$ cat src/rtl/apb_req_arbiter.sv
// ============================================================================
// Module   : apb_req_arbiter
// Brief    : Two-requester round-robin front end feeding an APB master command
//            port; issues one transfer at a time and returns ack/read data.
// Revision : 1.0 - initial release
// ============================================================================
`default_nettype none

module apb_req_arbiter #(
    parameter int ADDR_W  = 32,
    parameter int DATA_W  = 32,
    parameter int SEL_BIT = 12
) (
    input  logic              pclk,
    input  logic              prst,
    input  logic              req0_valid,
    input  logic              req0_write,
    input  logic [ADDR_W-1:0] req0_addr,
    input  logic [DATA_W-1:0] req0_wdata,
    output logic              req0_ack,
    output logic [DATA_W-1:0] req0_rdata,
    input  logic              req1_valid,
    input  logic              req1_write,
    input  logic [ADDR_W-1:0] req1_addr,
    input  logic [DATA_W-1:0] req1_wdata,
    output logic              req1_ack,
    output logic [DATA_W-1:0] req1_rdata,
    output logic              m_valid,
    output logic              m_pwrite,
    output logic [ADDR_W-1:0] m_paddr,
    output logic [DATA_W-1:0] m_pwdata,
    output logic [1:0]        m_pselx,
    input  logic              penable,
    input  logic              pready,
    input  logic [DATA_W-1:0] prdata,
    output logic              busy,
    output logic              grant_id
);

    typedef enum logic [1:0] {
        S_IDLE  = 2'd0,
        S_ISSUE = 2'd1,
        S_WAIT  = 2'd2,
        S_RESP  = 2'd3
    } state_t;

    state_t            state_q, state_d;
    logic              last_grant_q, last_grant_d;
    logic              grant_id_q, grant_id_d;
    logic              busy_q, busy_d;
    logic              m_valid_q, m_valid_d;
    logic              m_pwrite_q, m_pwrite_d;
    logic [ADDR_W-1:0] m_paddr_q, m_paddr_d;
    logic [DATA_W-1:0] m_pwdata_q, m_pwdata_d;
    logic [1:0]        m_pselx_q, m_pselx_d;
    logic              ack0_q, ack0_d;
    logic              ack1_q, ack1_d;
    logic [DATA_W-1:0] rdata0_q, rdata0_d;
    logic [DATA_W-1:0] rdata1_q, rdata1_d;

    logic              w_sel;
    logic [ADDR_W-1:0] w_addr;

    // On a tie the requester that did not win last time gets the bus.
    assign w_sel  = (req0_valid && req1_valid) ? ~last_grant_q : req1_valid;
    assign w_addr = w_sel ? req1_addr : req0_addr;

    always_comb begin
        state_d      = state_q;
        last_grant_d = last_grant_q;
        grant_id_d   = grant_id_q;
        m_valid_d    = 1'b0;
        m_pwrite_d   = m_pwrite_q;
        m_paddr_d    = m_paddr_q;
        m_pwdata_d   = m_pwdata_q;
        m_pselx_d    = m_pselx_q;
        ack0_d       = 1'b0;
        ack1_d       = 1'b0;
        rdata0_d     = rdata0_q;
        rdata1_d     = rdata1_q;

        case (state_q)
            S_IDLE: begin
                if (req0_valid || req1_valid) begin
                    grant_id_d   = w_sel;
                    last_grant_d = w_sel;
                    m_valid_d    = 1'b1;
                    m_pwrite_d   = w_sel ? req1_write : req0_write;
                    m_paddr_d    = w_addr;
                    m_pwdata_d   = w_sel ? req1_wdata : req0_wdata;
                    m_pselx_d    = w_addr[SEL_BIT] ? 2'b10 : 2'b01;
                    state_d      = S_ISSUE;
                end
            end
            S_ISSUE: begin
                state_d = S_WAIT;
            end
            S_WAIT: begin
                if (penable && pready) begin
                    if (grant_id_q) begin
                        rdata1_d = prdata;
                        ack1_d   = 1'b1;
                    end else begin
                        rdata0_d = prdata;
                        ack0_d   = 1'b1;
                    end
                    state_d = S_RESP;
                end
            end
            S_RESP: begin
                m_pselx_d  = 2'b00;
                m_pwrite_d = 1'b0;
                m_paddr_d  = '0;
                state_d    = S_IDLE;
            end
            default: begin
                state_d = S_IDLE;
            end
        endcase

        busy_d = (state_d != S_IDLE);
    end

    always_ff @(posedge pclk) begin
        if (prst) begin
            state_q      <= S_IDLE;
            last_grant_q <= 1'b1;
            grant_id_q   <= 1'b0;
            busy_q       <= 1'b0;
            m_valid_q    <= 1'b0;
            m_pwrite_q   <= 1'b0;
            m_paddr_q    <= '0;
            m_pwdata_q   <= '0;
            m_pselx_q    <= 2'b00;
            ack0_q       <= 1'b0;
            ack1_q       <= 1'b0;
            rdata0_q     <= '0;
            rdata1_q     <= '0;
        end else begin
            state_q      <= state_d;
            last_grant_q <= last_grant_d;
            grant_id_q   <= grant_id_d;
            busy_q       <= busy_d;
            m_valid_q    <= m_valid_d;
            m_pwrite_q   <= m_pwrite_d;
            m_paddr_q    <= m_paddr_d;
            m_pwdata_q   <= m_pwdata_d;
            m_pselx_q    <= m_pselx_d;
            ack0_q       <= ack0_d;
            ack1_q       <= ack1_d;
            rdata0_q     <= rdata0_d;
            rdata1_q     <= rdata1_d;
        end
    end

    assign req0_ack   = ack0_q;
    assign req0_rdata = rdata0_q;
    assign req1_ack   = ack1_q;
    assign req1_rdata = rdata1_q;
    assign m_valid    = m_valid_q;
    assign m_pwrite   = m_pwrite_q;
    assign m_paddr    = m_paddr_q;
    assign m_pwdata   = m_pwdata_q;
    assign m_pselx    = m_pselx_q;
    assign busy       = busy_q;
    assign grant_id   = grant_id_q;

endmodule

`default_nettype wire

$ cat config.mk
export PLATFORM = sky130hd
export DESIGN_NAME = apb_req_arbiter
export DESIGN_NICKNAME = d
export VERILOG_FILES = /design/src/rtl/apb_req_arbiter.sv
export SDC_FILE = /design/constraint.sdc
export NUM_CORES = 1
export LEC_CHECK = 0
export CORE_AREA = 2 2 123 125
export DETAILED_ROUTE_END_ITERATION = 10
export DIE_AREA = 0 0 125 127
export DONT_BUFFER_PORTS = 1
export GPL_ROUTABILITY_DRIVEN = 0
export PLACE_DENSITY = 0.57
export SYNTH_ARGS = -nofsm -noshare
export SYNTH_HDL_FRONTEND = slang
export SYNTH_SLANG_ARGS = --single-unit
$ cat constraint.sdc
create_clock -name pclk -period 2.8 [get_ports pclk]
set_clock_uncertainty 0.1 [all_clocks]
set_input_delay 0.42 -clock pclk [delete_from_list [all_inputs] [get_ports pclk]]
set_output_delay 0.42 -clock pclk [all_outputs]
set_load 0.05 [all_outputs]
==> results by group <==
Route
  – WL per Instance: 18.1 um
  – Via count: 4272
  – Via-to-Cell Ratio: 5.41
  – First-pass DRT Iterations: 6
  – Initial DRC count: 208
  – Post-route ant nets: 0
  – Drc violations: 0
  – WL final: 14300 um

Placement
  – Placed cell area: 5430 sq um
  – Dpl hpwl: 10200 um
  – Port buffer count: 0

Cells and area
  – Area of the multi-input gates: 2320 sq um
  – Layout fillers: 1451
  – Reg area: 2760 sq um
  – NumNets Final: 765
  – Cell area after layout: 6060 sq um
  – Share of cells above drive strength 1: 8.60%
  – Area Overhead vs Synth: 12.1%
  – ANT cells: 0
  – Final Util: 42.0%

Global routing
  – Grt met3 use: 9.67%
  – Met2 Resource Use GR: 30.2%
  – First-pass GRT wire length: 22100 um
  – Vias in the first global route: 4312
  – Total GRT Usage: 17.6%
  – GR Util met1: 18.2%
  – Largest net degree at the start of global routing: 103
  – Antenna violations before repair: 0
  – Global route overflow: 0
  – Most used routing layer: met2

Yosys
  – Syn avg cell area: 8.87 sq um
  – Syn. warnings: 0
  – Cells after Synth: 610
  – Sequential share of the synthesized area: 51.1%
  – Cell area after synthesis: 5410 sq um
  – Syn_nets: 782
  – Distinct cell type count after synthesis: 35
  – Count of state elements after synthesis: 138

Floorplan
  – Std-Cell Core Area: 14400 sq um
  – I/O pins: 304
  – Row cnt: 44
  – Die X: 125 um
  – DIE HEIGHT: 127 um
  – Starting Density: 37.5%
  – Die area: 15900 sq um

STA
  – Pins Over Slew Limit: 0
  – Period utilization: 76.7%
  – Final Setup Violations: 0
  – Headroom to the max-slew limit: 26.4%
  – FMAX: 466 MHz
  – Setup Total Neg Slack: 0 ns
  – Final min period: 2.15 ns
  – Tightest Pin Transition: 1.10 ns
  – Final hold vios: 0
  – RSZ-0062 raised after global routing: false

Run
  – Max cap viols: 0

Critical path
  – Reg-to-Reg Start: state_q[0]
  – Critical path origin: state_q[0]
  – CP endpoint kind: register
  – Cells on worst reg2reg path: 5
  – Crit-path max FO: 33
  – Required @ worst endpoint: 2.96 ns
  – Startpoint Class: register
  – Crit Path Class: reg -> reg
  – CP Data Arrival Time: 2.31 ns

Clock network
  – Clock sink total: 138
  – Clk root buf: clkbuf_16
  – Cts repair resizes: 0
  – Register clock-pin slew on the reported worst setup and hold paths: 0.06 ns
  – Number of H-tree levels: 4
  – Skew-Pair Late Insertion Delay: 0.41 ns
  – CTS tree: done
  – TritonCTS Buffers: 17
  – Clk buf depth: 2

Power and ir drop
  – Maximum vdd drop: 0.551 mV
  – Pleak: 2.28 nW
  – Pwr dens: 1110 nW/um^2

Hold path
  – Worst hold path class: in -> reg
  – Min-delay src: prst
  – Hold path depth: 1

Run status
  – Outcome: complete, no violations
## path summary, 6_finish.rpt
path | endpoint | slack, ns
hold reg to reg | last_grant_q | 0.49
setup reg to reg | m_paddr[25] | 0.65
hold / removal | busy | 0.02
setup / recovery | m_paddr[25] | 0.65
## state kept, by name, summed over array words and instances, names as in the netlist
signal / flops
grant_id: 1
last_grant_q: 1
m_pwdata: 32
m_paddr: 32
busy: 1
req0_rdata: 32
req1_rdata: 32
req1_ack: 1
m_pselx: 1
m_pwrite: 1
req0_ack: 1
m_valid: 1
state_q: 2
## cell usage after synthesis
cell / instances / area (sq um)
or3_1: 1 / 6.26
a21oi_1: 66 / 330
buf_2: 16 / 80.1
o2bb2ai_1: 32 / 280
o21ai_2: 1 / 8.76
dfxtp_1: 138 / 2760
and4b_1: 1 / 10.0
a22oi_1: 1 / 7.51
and4_1: 1 / 8.76
o2bb2ai_2: 1 / 15.0
or2_2: 1 / 6.26
nor4b_1: 1 / 8.76
nor3_1: 2 / 10.0
buf_1: 1 / 3.75
a211oi_1: 2 / 15.0
a21bo_2: 1 / 10.0
buf_4: 6 / 45.0
nand4_1: 1 / 6.26
buf_12: 1 / 20.0
nand2_1: 192 / 721
ha_1: 4 / 50.1
a22o_1: 1 / 8.76
nor2_1: 37 / 139
mux2i_1: 33 / 330
a31oi_1: 1 / 6.26
a21o_1: 1 / 7.51
clkbuf_1: 18 / 67.6
buf_6: 9 / 101
inv_1: 3 / 11.3
a311oi_1: 32 / 280
nor3_4: 1 / 16.3
a21boi_2: 1 / 11.3
nor2b_1: 1 / 6.26
nand4b_1: 1 / 8.76
o21a_2: 1 / 8.76
## where the power goes
part	switching, W	internal, W
combinational	0.000586	0.000348
clock	0.000816	0.00141
sequential	0.00127	0.00229
## metal layers
| layer | part of all wire, % | wire length (um) |
|---|---|---|
| met1 | 37 | 5270 |
| met2 | 50 | 7150 |
| met3 | 11 | 1620 |
| met4 | 1.5 | 220 |
| met5 | 0 | 0 |
## placed cells by master (no fill, tap or decap), types with 2 or more instances in the layout
cell type   synthesis  final
clkbuf_16           0     17
clkinv_4            0      2
inv_1               3      3
clkinv_2            0      6
a311oi_1           32     32
a21oi_1            66     66
nor2_1             37     37
bufinv_16           0      3
nand2_1           192    192
buf_4               6     12
o2bb2ai_1          32     32
clkinvlp_4          0      2
nor3_1              2      2
a211oi_1            2      2
mux2i_1            33     33
dfxtp_1           138    138
ha_1                4      4
## metrics by stage
stage	total power (W)	hold slack (ns)	instances	setup slack, ns
6_report	0.00672	0.0173	789	0.653
5_1_grt	0.00703	0.00134	789	0.403
4_1_cts	0.00679	0.00368	789	0.635
3_5_place_dp	0.00452	0.401	756	0.640
3_3_place_gp	0.00447	0.399	756	0.796
2_1_floorplan	0.00438	0.447	610	1.21
## layout make-up
| cell class | instances | share of cell area (%) |
|---|---|---|
| flip-flops and latches | 138 | 45.6 |
| clock inverters | 13 | 2.52 |
| repair buffers | 15 | 2.44 |
| well taps | 184 | 3.80 |
| inverters | 3 | 0.186 |
| clock buffers | 18 | 7.25 |
| multi-input cells | 418 | 38.2 |
## critical path, stage by stage (launching register included)
cell and delay (ns):
dfxtp_1 0.39, inv_1 0.10, ha_1 0.28, o21ai_2 0.12, or3_1 0.87, o2bb2ai_1 0.12
## cell families after synthesis
logic type               after synthesis  share of synthesized area [%]
adder cells (fa/ha/maj)                4                          0.925
flip-flops                           138                           51.1
multiplexers                          33                           6.11
AND/OR/NAND/NOR                      240                           17.5
AO/OA/AOI/OAI                        141                           18.3
buffers and inverters                 54                           6.08
## what timing repair did
action                    in CTS  in global routing
hold endpoints to repair     102                  0
hold buffers                   2                  0
setup buffers                  0                  0
Power figures use the tool's default switching activity.
